## config.mk

```make
export PLATFORM = sky130hd
export DESIGN_NAME = dca_matrix_row_loader
export DESIGN_NICKNAME = d
export VERILOG_FILES = /design/src/rtl/dca_matrix_row_loader.sv
export SDC_FILE = /design/constraint.sdc
export NUM_CORES = 1
export LEC_CHECK = 0
export ABC_AREA = 1
export CAP_MARGIN = 20
export CORE_AREA = 2 2 202 204
export CTS_CLUSTER_DIAMETER = 80
export DETAILED_ROUTE_END_ITERATION = 6
export DIE_AREA = 0 0 204 206
export PLACE_DENSITY = 0.8
export RECOVER_POWER = 50
export SETUP_SLACK_MARGIN = 0.15
export SLEW_MARGIN = 30
export SYNTH_ARGS = -nofsm -noshare
export SYNTH_HDL_FRONTEND = slang
export SYNTH_SLANG_ARGS = --single-unit
```

## constraint.sdc

```tcl
create_clock -name clk -period 34.1 [get_ports clk]
set_clock_uncertainty 0.1 [all_clocks]
set_input_delay 6.82 -clock clk [delete_from_list [all_inputs] [get_ports clk]]
set_output_delay 6.82 -clock clk [all_outputs]
set_load 0.02 [all_outputs]
```

## src/rtl/dca_matrix_row_loader.sv

```systemverilog
// dca_matrix_row_loader
//   Packs MATRIX_NUM_COL scalars from a valid/ready stream into one tensor row
//   and writes it into the DCA row-shifting matrix register with a one-cycle
//   move_wenable strobe. MATRIX_NUM_ROW row writes complete one matrix; one
//   matrix is loaded per start.
//
// Ports
//   clk             rising-edge clock
//   rstpp           asynchronous active-high reset
//   start           begin one matrix load (honoured only when idle)
//   clear           synchronous abort, highest priority
//   scalar_valid    input scalar valid
//   scalar_ready    loader accepts a scalar this cycle (decoded from state)
//   scalar_data     input scalar
//   move_wenable    registered row write strobe
//   move_wdata_list registered packed row, column c at [c*BW +: BW]
//   init            registered register-init pulse (INIT state only)
//   busy            load in progress (decoded from state)
//   done            registered pulse alongside the final row strobe
//
// Configuration
//   DCA_ROW_LOADER_INIT_EN : when defined, each start passes through a
//   one-cycle INIT state that pulses init; otherwise init is tied low.

module dca_matrix_row_loader #(
  parameter int unsigned MATRIX_NUM_ROW   = 8,
  parameter int unsigned MATRIX_NUM_COL   = 8,
  parameter int unsigned BW_TENSOR_SCALAR = 32
) (
  input  logic                                       clk,
  input  logic                                       rstpp,
  input  logic                                       start,
  input  logic                                       clear,
  input  logic                                       scalar_valid,
  output logic                                       scalar_ready,
  input  logic [BW_TENSOR_SCALAR-1:0]                scalar_data,
  output logic                                       move_wenable,
  output logic [MATRIX_NUM_COL*BW_TENSOR_SCALAR-1:0] move_wdata_list,
  output logic                                       init,
  output logic                                       busy,
  output logic                                       done
);

  localparam int unsigned BW_TENSOR_ROW = MATRIX_NUM_COL * BW_TENSOR_SCALAR;
  localparam int unsigned COL_W = (MATRIX_NUM_COL > 1) ? $clog2(MATRIX_NUM_COL) : 1;
  localparam int unsigned ROW_W = (MATRIX_NUM_ROW > 1) ? $clog2(MATRIX_NUM_ROW) : 1;
  localparam logic [COL_W-1:0] COL_LAST = COL_W'(MATRIX_NUM_COL - 1);
  localparam logic [ROW_W-1:0] ROW_LAST = ROW_W'(MATRIX_NUM_ROW - 1);

`ifdef DCA_ROW_LOADER_INIT_EN
  typedef enum logic [1:0] {S_IDLE, S_INIT, S_LOAD} state_t;
`else
  typedef enum logic [1:0] {S_IDLE, S_LOAD} state_t;
`endif

  state_t                   state_q, state_d;
  logic [COL_W-1:0]         col_q, col_d;
  logic [ROW_W-1:0]         row_q, row_d;
  logic [BW_TENSOR_ROW-1:0] buf_q, buf_d;
  logic [BW_TENSOR_ROW-1:0] wdata_q, wdata_d;
  logic                     wen_q, wen_d;
  logic                     done_q, done_d;
`ifdef DCA_ROW_LOADER_INIT_EN
  logic                     init_q, init_d;
`endif

  logic                     accept;
  logic [BW_TENSOR_ROW-1:0] row_merged;

  assign scalar_ready = (state_q == S_LOAD);
  assign busy         = (state_q != S_IDLE);
  assign accept       = scalar_valid & scalar_ready;

  // The last column never lands in the buffer: it is merged on the fly so the
  // buffer is free for the next row in the very next cycle.
  always_comb begin
    row_merged = buf_q;
    row_merged[(MATRIX_NUM_COL-1)*BW_TENSOR_SCALAR +: BW_TENSOR_SCALAR] = scalar_data;
  end

  always_comb begin
    state_d = state_q;
    col_d   = col_q;
    row_d   = row_q;
    buf_d   = buf_q;
    wdata_d = wdata_q;
    wen_d   = 1'b0;
    done_d  = 1'b0;
`ifdef DCA_ROW_LOADER_INIT_EN
    init_d  = 1'b0;
`endif
    if (clear) begin
      state_d = S_IDLE;
      col_d   = '0;
      row_d   = '0;
      buf_d   = '0;
    end else begin
      case (state_q)
        S_IDLE: begin
          if (start) begin
            col_d = '0;
            row_d = '0;
`ifdef DCA_ROW_LOADER_INIT_EN
            state_d = S_INIT;
            init_d  = 1'b1;
`else
            state_d = S_LOAD;
`endif
          end
        end
`ifdef DCA_ROW_LOADER_INIT_EN
        S_INIT: state_d = S_LOAD;
`endif
        S_LOAD: begin
          if (accept) begin
            if (col_q == COL_LAST) begin
              wdata_d = row_merged;
              wen_d   = 1'b1;
              col_d   = '0;
              if (row_q == ROW_LAST) begin
                done_d  = 1'b1;
                row_d   = '0;
                state_d = S_IDLE;
              end else begin
                row_d = row_q + ROW_W'(1);
              end
            end else begin
              for (int unsigned c = 0; c < MATRIX_NUM_COL; c++) begin
                if (col_q == COL_W'(c)) begin
                  buf_d[c*BW_TENSOR_SCALAR +: BW_TENSOR_SCALAR] = scalar_data;
                end
              end
              col_d = col_q + COL_W'(1);
            end
          end
        end
        default: state_d = S_IDLE;
      endcase
    end
  end

  always_ff @(posedge clk or posedge rstpp) begin
    if (rstpp) begin
      state_q <= S_IDLE;
      col_q   <= '0;
      row_q   <= '0;
      buf_q   <= '0;
      wdata_q <= '0;
      wen_q   <= 1'b0;
      done_q  <= 1'b0;
`ifdef DCA_ROW_LOADER_INIT_EN
      init_q  <= 1'b0;
`endif
    end else begin
      state_q <= state_d;
      col_q   <= col_d;
      row_q   <= row_d;
      buf_q   <= buf_d;
      wdata_q <= wdata_d;
      wen_q   <= wen_d;
      done_q  <= done_d;
`ifdef DCA_ROW_LOADER_INIT_EN
      init_q  <= init_d;
`endif
    end
  end

  assign move_wenable    = wen_q;
  assign move_wdata_list = wdata_q;
  assign done            = done_q;
`ifdef DCA_ROW_LOADER_INIT_EN
  assign init            = init_q;
`else
  assign init            = 1'b0;
`endif

endmodule

```

# Word level (Yosys, flattened, before mapping)
# Cells that the tools add are included.
# W data, S select, Z words.
totals:
  ff_bits: 490
  out_inout_bits: 261
classes:
  add_sub_neg: 2
  eq_ne: 14
  muxes: 36
  bitwise: 2
  n_reduce_logical: 24
ops:
  columns: ["cell", "count"]
  rows:
  - ["$mux W224", 4]
  - ["$mux W32", 7]
  - ["$reduce_and A4 Y1", 10]
  - ["$mux W3", 8]
  - ["$reduce_bool A2 Y1", 10]
  - ["$eq A3 B3 Y1 const B", 5]
  - ["$pmux W3 S2", 2]
  - ["$mux W2", 5]
  - ["$mux W1", 9]
  - ["$ne A3 B2 Y1 const B", 3]
  - ["$add A3 B1 Y3 const B", 2]
  - ["$eq A3 B2 Y1 const B", 2]
  - ["$pmux W2 S2", 1]
  - ["$eq A3 B1 Y1 const B", 1]
  - ["$logic_not A3 Y1", 1]
  - ["$ne A3 B3 Y1 const B", 1]
  - ["$reduce_and A3 Y1", 1]
  - ["$reduce_bool A3 Y1", 1]
  - ["$eq A2 B1 Y1 const B", 1]
  - ["$logic_not A2 Y1", 1]
  - ["$ne A2 B2 Y1 const B", 1]
  - ["$and A1 B1 Y1", 1]
  - ["$not A1 Y1", 1]

# Logic depth before layout (Yosys ltp)
# Gate-level depths: netlist of run 1.
logic_depth:
  ltp_word: 6
  ltp_mapped: 9

# Worst setup path before layout of run 1
# OpenSTA, ideal clock, no wires.
synth_timing:
  path_type: "input port to flip-flop"
  startpoint: "in clear"
  endpoint: "reg buf_q[21]"
  setup_time_ns: 0.066
  t_arrival_ns: 7.713
  required_ns: 33.934
  path_slack_ns: 26.221
  stages: 6
  n_path_buf: 3
  path_cell_list: "buf_2 -> inv_2 -> buf_2 -> clkbuf_1 -> nand4_1 -> nand2_1"
synth_between:
  elab_chain_cells: 2
  elab_cells_between_ends: 6
  classes_between: "eq/ne (1); mux (1); reduce/logical (4)"
synth_lines:
  columns: ["element", "line", "source"]
  rows:
  - ["start, declared", "33", "input logic clear,"]
  - ["$ne A2 B2 Y1 (no source line) / $reduce_bool A2 Y1 (equally long branches)", null, null]
  - ["$reduce_and A4 Y1 (no source line)", null, null]
  - ["end signal, assigned", "158", "buf_q <= buf_d;"]
  - ["end, declared", "59", "logic [BW_TENSOR_ROW-1:0] buf_q, buf_d;"]
# Several ways; a longest one is shown, not always the timed one.
# A chain may end at the register's enable or synchronous reset.

# Worst setup path after layout of run 1
layout_timing:
  startpoint: "in clear"
  endpoint: "reg wdata_q[70], in the netlist move_wdata_list[70]"
layout_between:
  elab_chain_cells: 2
layout_lines:
  columns: ["element", "line", "source"]
  rows:
  - ["$not A1 Y1 (no source line)", null, null]
  - ["$reduce_and A4 Y1 (no source line)", null, null]
  - ["end signal, assigned", "159", "wdata_q <= wdata_d;"]
  - ["end, declared", "60", "logic [BW_TENSOR_ROW-1:0] wdata_q, wdata_d;"]
# Every way passes these cells.

==> results of run 1 <==
==> power by group through the flow <==
stage,clock network [mW],logic (mW),registers [mW]
2_1_floorplan,0,0.0692,0.605
3_3_place_gp,0,0.0966,0.607
3_5_place_dp,0,0.100,0.607
4_1_cts,0.519,0.101,0.597
5_1_grt,0.542,0.109,0.598
6_report,0.514,0.101,0.598
==> cells by family after synthesis <==
kind of cell	count (synthesis)	share of synthesized area, %
compound gates	3	0.0762
other cells	1	0.0190
simple gates	1496	32.2
buf+inv	211	5.10
flops	489	62.1
fa+ha+maj	8	0.508
==> path summary, 6_finish.rpt <==
| kind | startpoint | end |
|---|---|---|
| min in group asynchronous | rstpp | move_wdata_list[78] |
| max in group asynchronous | rstpp | buf_q[164] |
| min reg2reg | buf_q[186] | move_wdata_list[186] |
| max | clear | move_wdata_list[70] |
| min | buf_q[186] | move_wdata_list[186] |
| max reg2reg | col_q[0] | move_wdata_list[70] |
==> critical path: stages <==
cell	delay (ns)
sky130_fd_sc_hd__dlygate4sd3_1	0.70
sky130_fd_sc_hd__clkinvlp_2	5.63
sky130_fd_sc_hd__nand3_1	3.19
sky130_fd_sc_hd__inv_8	0.66
sky130_fd_sc_hd__buf_6	0.56
sky130_fd_sc_hd__nand2_1	0.16
sky130_fd_sc_hd__nand2_1	0.07
==> metal layers <==
layer	track usage, %	wire length (um)	vias up
met3	5.80	5410	134
met2	42.8	27200	734
li1	-	-	7424
met4	11.3	2350	4
met5	0	20	-
met1	39.6	24200	8035
==> cells in the mapped netlist, drive strengths merged <==
library cell | n | area share, %
conb | 1 | 0.019
inv | 17 | 0.32
nor3 | 1 | 0.025
nand2 | 1119 | 21
clkbuf | 60 | 1.1
ha | 8 | 0.51
nor2 | 13 | 0.30
o21ai | 3 | 0.076
nand4 | 194 | 6.2
buf | 134 | 3.6
dfrtp | 489 | 62
nand3 | 169 | 4.3
==> layout make-up <==
class | count | area, um^2 | area share, %
inverter | 17 | 73.8 | 0.306
antenna | 3 | 7.51 | 0.0311
timing repair buffer | 314 | 3140 | 13.0
multi-input combinational | 1508 | 6460 | 26.8
clock buffer | 72 | 1450 | 6.02
sequential | 489 | 12200 | 50.7
tap | 532 | 666 | 2.76
clock inverter | 12 | 71.3 | 0.296
==> stage by stage <==
step | cells | hold WS (ns) | cell area, um^2
global route | 2945 | 0.386 | 24100
finish | 2947 | 0.366 | 24100
floorplan | 2208 | 0.342 | 19700
global placement | 2858 | 0.350 | 22600
CTS | 2944 | 0.368 | 24200
detailed placement | 2860 | 0.355 | 22600
==> state kept, by name, indices dropped and copies added, names as in the netlist <==
register and count:
move_wenable 1, row_q 3, done 1, move_wdata_list 256, state_q 1, col_q 3
buf_q 224
==> results.txt, run 1 <==
The run finished, with violations left. The final reports fail on max-capacitance violations, max-slew violations. The port buffer count is 296. The power density over cell area came out at 50.3 mW/mm^2. The top fanout value on the critical path came out at between 200 and 250.

The initial antenna violation count is 3. The hold-critical path depth is 2. The worst path setup slack after routing came out at approximately 16 ns. OpenSTA, run right after detailed placement, puts the worst setup slack at 23.40 ns.

The core region is 0.0402 mm^2. The critical path data arrival time is ~18 ns. Overall power consumption after layout is estimated at between 1 and 1.5 mW. The number of library cell types mapped by synthesis came out at 19.

The setup TNS is 0 ns. The worst setup path is captured at a flip-flop. The transition at the pin with the smallest max-transition slack came out at approximately 7.7 ns. The number of cell instances on the worst register-to-register path came out at 7. The reported net switching power came out at ~310 uW.

The min-delay analysis places its worst path in the category flip-flop to flip-flop. The analysis attributes to cell leakage a power of between 10 and 15 nW. The number of top-level pins came out at approximately 300. The number of global-route vias before repair came out at approximately 16000. The floorplan step defined a die boundary enclosing about 0.042 mm^2. The first global-routing pass estimated ~90000 um of wire. Setup repair after global routing left no endpoint under its margin. The number of iterations in the first detailed-routing pass is 7. The number of hold buffers added after CTS was 0.

After clock tree synthesis, the setup repair step added 0 buffers. The ratio of routed vias to standard cells came out at ~5.5. In this run the register-to-register setup slack is 30.50 ns. Counting flops and latches in the post-synthesis netlist gives 489. The fraction of the yosys area taken by sequential cells came out at between 60 and 70%. Net switching is between 20% and 30% of the power. Leaving out fill and tap cells, the most frequent cell in the layout is sky130_fd_sc_hd__nand2_1.

Across the VDD grid, the largest voltage drop is ~0.037 mV. The number of max-slew violations in the final report was slightly below 700. The netlist area before placement is around 0.020 mm^2. Once detail routing completed, the nets flagged for antenna violations numbered 0. The fraction of the core area covered by cells at the end of the flow is about 60%. The clock sink total is 489.

During synthesis, Yosys emitted a total of 0 warnings. The remaining max-slew budget at the tightest pin came out at -412%. The violation count after the first detailed-route iteration came out at ~1600. The hold violation total from the final report is 0. The power share of the clock group is a little over two fifths. The remaining global-route overflow is 0.

The estimated wirelength of the detail-placed design came out at 34900 um. The total internal power is roughly 900 uW. The area growth from synthesis to final layout came out at 22.4%. The final-layout fill cell count is between 3000 and 4000. Per report_power, the sequential group accounts for around 49% of the total. The floorplan has 74 rows. The number of cells produced by synthesis is ~2200. For this run, the post-layout net count is approximately 2400. The combinational share of power is under 10%.

The total of endpoints with negative setup slack in the final report came out at 0. The shortest period the worst path allows is around 18 ns. The later pin in the worst-skew pair is clocked with a latency of between 0.5 and 0.6 ns. Across the run, the number of max-cap violations was 7. The worst setup path is of the input port to flip-flop kind. Wires add up to 59100 um. The congestion estimate from routability-driven global placement came to roughly 0.85. The maximum number of pins on one net before global-route repair is between 200 and 250. The mean post-synth cell area is 8.92 um^2.

The maximum clock path buffer count is 3. The height of the die is roughly 210 um. The maximum clock frequency is 0.0561 GHz.

Cells with a size suffix above 1 make up ~4.4% of the layout. The count of instances resized after the clock tree is built is 0. The top cell types in the final layout, fill and taps aside, are sky130_fd_sc_hd__nand2_1, sky130_fd_sc_hd__dfrtp_1, sky130_fd_sc_hd__dlygate4sd3_1, sky130_fd_sc_hd__nand4_1, sky130_fd_sc_hd__nand3_1.

TritonCTS built the clock tree. The post-CTS clock slew at the launch and capture registers of the worst setup and hold paths came out at 0.06 ns. The all-layer global routing usage is around 28%.

The vias after detailed routing is ~16000. The number of clock buffers inserted by TritonCTS is 48. The chip width is 204 um.

The worst setup path is launched from an input port. STA puts the critical path data required time at 34.45 ns. CTS placed an instance of sky130_fd_sc_hd__clkbuf_16 at the clock tree root.

The effective utilization at floorplan came out at 49.0%. The share of the clock period used by the worst path is ~52%. After detailed routing, the number of remaining DRC violations is 0. The detailed-route wire length per cell is ~20 um. The H-tree generated during clock tree synthesis spans 2 levels. The net count after synthesis came out at 2253.
(Power assumes the default switching activity.)
==> run 2: changes to the inputs <==
--- a/config.mk
+++ b/config.mk
@@ -7,11 +7,11 @@
 export LEC_CHECK = 0
 export ABC_AREA = 1
 export CAP_MARGIN = 20
-export CORE_AREA = 2 2 202 204
+export CORE_AREA = 2 2 204 206
 export CTS_CLUSTER_DIAMETER = 80
 export DETAILED_ROUTE_END_ITERATION = 6
-export DIE_AREA = 0 0 204 206
-export PLACE_DENSITY = 0.8
+export DIE_AREA = 0 0 206 208
+export PLACE_DENSITY = 0.82
 export RECOVER_POWER = 50
 export SETUP_SLACK_MARGIN = 0.15
 export SLEW_MARGIN = 30
==> constraint.sdc (replaced) <==
create_clock -name clk -period 14.3 [get_ports clk]
set_clock_uncertainty 0.1 [all_clocks]
set_input_delay 2.86 -clock clk [delete_from_list [all_inputs] [get_ports clk]]
set_output_delay 2.86 -clock clk [all_outputs]
set_load 0.02 [all_outputs]
==> results.txt, run 2 (synthesis results as in run 1) <==
Result of the run: finished, violations left (unchanged). Failing checks: max-capacitance violations, max-slew violations (unchanged). The initial antenna violation count came to 4 (was 3). The worst endpoint required time came to 14.08 ns (was 34.45 ns). The number of hold buffers added after CTS came out at 0 (unchanged). The worst setup slack for register-to-register paths is 10.29 ns (was 30.50 ns). The final routed wirelength across all metal layers came to 59300 um (was 59100 um). The maximum clock frequency is approximately 0.11 GHz.

The number of global-route vias before repair is 15675 (was 15508). The maximum number of pins on one net before global-route repair is 194 (was 232). The ratio of cells with drive above 1 in the final layout is 4.55% (was 4.35%). The start-to-end type of the worst setup path was input port to asynchronous set/reset pin (was input port to flip-flop). The critical path's top delay family is buffers and inverters (unchanged). The transition at the pin with the smallest max-transition slack came out at 3.56 ns (was 7.69 ns).

The category of the worst setup path launch point is an input port (unchanged). The setup TNS is 0 ns (unchanged). The post-route worst hold slack is 0.366 ns (about the same). The top fanout value on the critical path is 65 (was 231). The violation count after the first detailed-route iteration is 1480 (was 1596). The remaining global-route overflow is 0 (unchanged).

The flip-flop count of the largest register after layout came out at 256 (unchanged). The power density over cell area is 122 mW/mm^2 (was 50.3 mW/mm^2). The final weighted congestion of routability-driven global placement was 0.828 (was 0.850). The number of buffer and inverter instances along the worst setup path is 4 (unchanged). Setup repair after global routing missed its margin: false (unchanged).

The ratio of routed vias to standard cells came out at 5.54 (about the same). The storage element area is 0.0122 mm^2 (unchanged). The master of the slowest instance on the critical path is sky130_fd_sc_hd__clkbuf_1 (was sky130_fd_sc_hd__clkinvlp_2). The classification of the worst-slack hold path is flip-flop to flip-flop (unchanged). The met2 track demand over resource in global routing came to 41.6% (was 42.8%). The clock sink total is 489 (unchanged).

The number of maximum-capacitance violations came out at 3 (was 7). The estimated wirelength of the detail-placed design is 35100 um (was 34900 um). The area of the multi-input gates is 0.00647 mm^2 (was 0.00646 mm^2). The remaining max-slew budget at the tightest pin is -137% (was -412%). The post-CTS clock slew at the launch and capture registers of the worst setup and hold paths was 0.06 ns (about the same). The number of iterations in the first detailed-routing pass is 7 (unchanged). The chip width came out at 206 um (was 204 um).

The height of the die is 208 um (was 206 um). The maximum clock path buffer count came out at 3 (unchanged). The total of endpoints with negative setup slack in the final report was 0 (unchanged).

The final total power came out at 2.96 mW (was 1.21 mW). The critical path's largest stage delay was 2.63 ns (was 5.63 ns). The number of post-CTS setup repair buffers was 0 (unchanged). The vias after detailed routing was 16355 (was 16331). The critical path data arrival time came out at 8.72 ns (was 18.19 ns). The port buffer count is 296 (unchanged).

The effective utilization at floorplan came out at 48.6% (was 49.0%). The remaining number of nets flagged by the antenna check after routing is 0 (unchanged). The depth of the CTS H-tree is 2 (unchanged). The CTS tree is built (unchanged). The number of cell rows is 74 (unchanged).

The met3 track utilization from global routing is 6.70% (was 5.80%). The fraction of the core area covered by cells at the end of the flow came out at 59.8% (was 60.0%). The area growth from synthesis to final layout came out at 23.1% (was 22.4%). The cell seen most often among critical-path stages is sky130_fd_sc_hd__clkbuf_1 (was sky130_fd_sc_hd__nand2_1). The detailed-route wire length per cell is 20.1 um (about the same). The routing usage on met1 is 38.7% (was 39.6%). The number of top-level pins is 298 (unchanged). The clock latency on the worst-skew pair is 0.58 ns (was 0.57 ns). The die area came to 0.0428 mm^2 (was 0.0420 mm^2). The final instance count without filler cells is 2954 (was 2947). The DRC violation count after routing came out at 0 (unchanged). The share of the clock period used by the worst path is between 60 and 70%. The hold violation total from the final report came out at 0 (unchanged). The number of clock buffers inserted by TritonCTS is 50 (was 48). The standard cell core area came out at 0.0406 mm^2 (was 0.0402 mm^2). Cells along the critical path: dlygate4sd3_1 > clkinvlp_4 > clkbuf_1 > clkbuf_1 (was dlygate4sd3_1 > clkinvlp_2 > nand3_1 > inv_8 > buf_6 > nand2_1 > nand2_1). The type of destination of the critical path is an asynchronous set/reset pin (was flip-flop). The leakage power came to 13.8 nW (about the same). The all-layer global routing usage came out at 27.9% (was 28.1%). The maximum vdd drop is 0.0922 mV (was 0.0366 mV). The count of instances resized after the clock tree is built is 0 (unchanged). The count of nets after finishing came out at 2427 (was 2423). The number of max-slew violations in the final report was 163 (was 676). The wire length of the first global-routing pass came to 91300 um (was 90800 um). The busiest metal layer after global routing is met2 (unchanged). The clock period could shrink to slightly below 9 ns. The number of placed instances with taps included is 2860 (unchanged).

The final-layout fill cell count came out at 3426 (was 3414). Commonest cells after routing, fill and taps aside: sky130_fd_sc_hd__nand2_1, sky130_fd_sc_hd__dfrtp_1, sky130_fd_sc_hd__dlygate4sd3_1, sky130_fd_sc_hd__nand4_1, sky130_fd_sc_hd__nand3_1 (unchanged). The clock root buffer was sky130_fd_sc_hd__clkbuf_16 (unchanged).

The most common cell after layout, fill and taps aside was sky130_fd_sc_hd__nand2_1 (unchanged).
## run 2: metal layers
layer	vias up	wire length, um	part of all wire [%]
met4	2	2570	4.3
met5	-	13	0.022
met3	146	5180	8.7
li1	7434	-	-
met2	751	26900	45
met1	8022	24600	42
## run 2: final timing paths
check,start,to,cells after the start
worst max register to register,col_q[0],buf_q[116],9
max in group clk,clear,move_wdata_list[89],7
min in group asynchronous,rstpp,move_wdata_list[77],3
worst min register to register,buf_q[121],move_wdata_list[121],2
worst min-delay path,buf_q[121],move_wdata_list[121],2
worst max-delay path,rstpp,buf_q[3],4
## run 2: where the power goes
| group | switching, mW | internal [mW] | total [mW] | leakage (nW) |
|---|---|---|---|---|
| Sequential | 0.0179 | 1.41 | 1.42 | 6.82 |
| Combinational | 0.199 | 0.0454 | 0.244 | 6.20 |
| Clock | 0.529 | 0.763 | 1.29 | 0.806 |
## run 2: stage by stage
step | area, um^2 | worst slack (ns)
5_1_grt | 24300 | 4.29
6_report | 24300 | 5.36
3_5_place_dp | 22600 | 6.69
3_3_place_gp | 22600 | 6.87
2_1_floorplan | 19700 | 4.71
4_1_cts | 24200 | 7.26
## run 2: worst min-delay path, stage by stage (launching register included)
cell and delay, ns:
sky130_fd_sc_hd__dfrtp_1 0.34, sky130_fd_sc_hd__nand2_1 0.06, sky130_fd_sc_hd__nand2_1 0.05
## run 2: final cells by class
| class | instances | area share, % |
|---|---|---|
| sequential | 489 | 50.5 |
| multi-input combinational | 1508 | 26.7 |
| timing repair buffer | 316 | 13.0 |
| clock buffer | 78 | 6.27 |
| tap | 532 | 2.74 |
| clock inverter | 11 | 0.449 |
| inverter | 17 | 0.340 |
| antenna | 3 | 0.0310 |
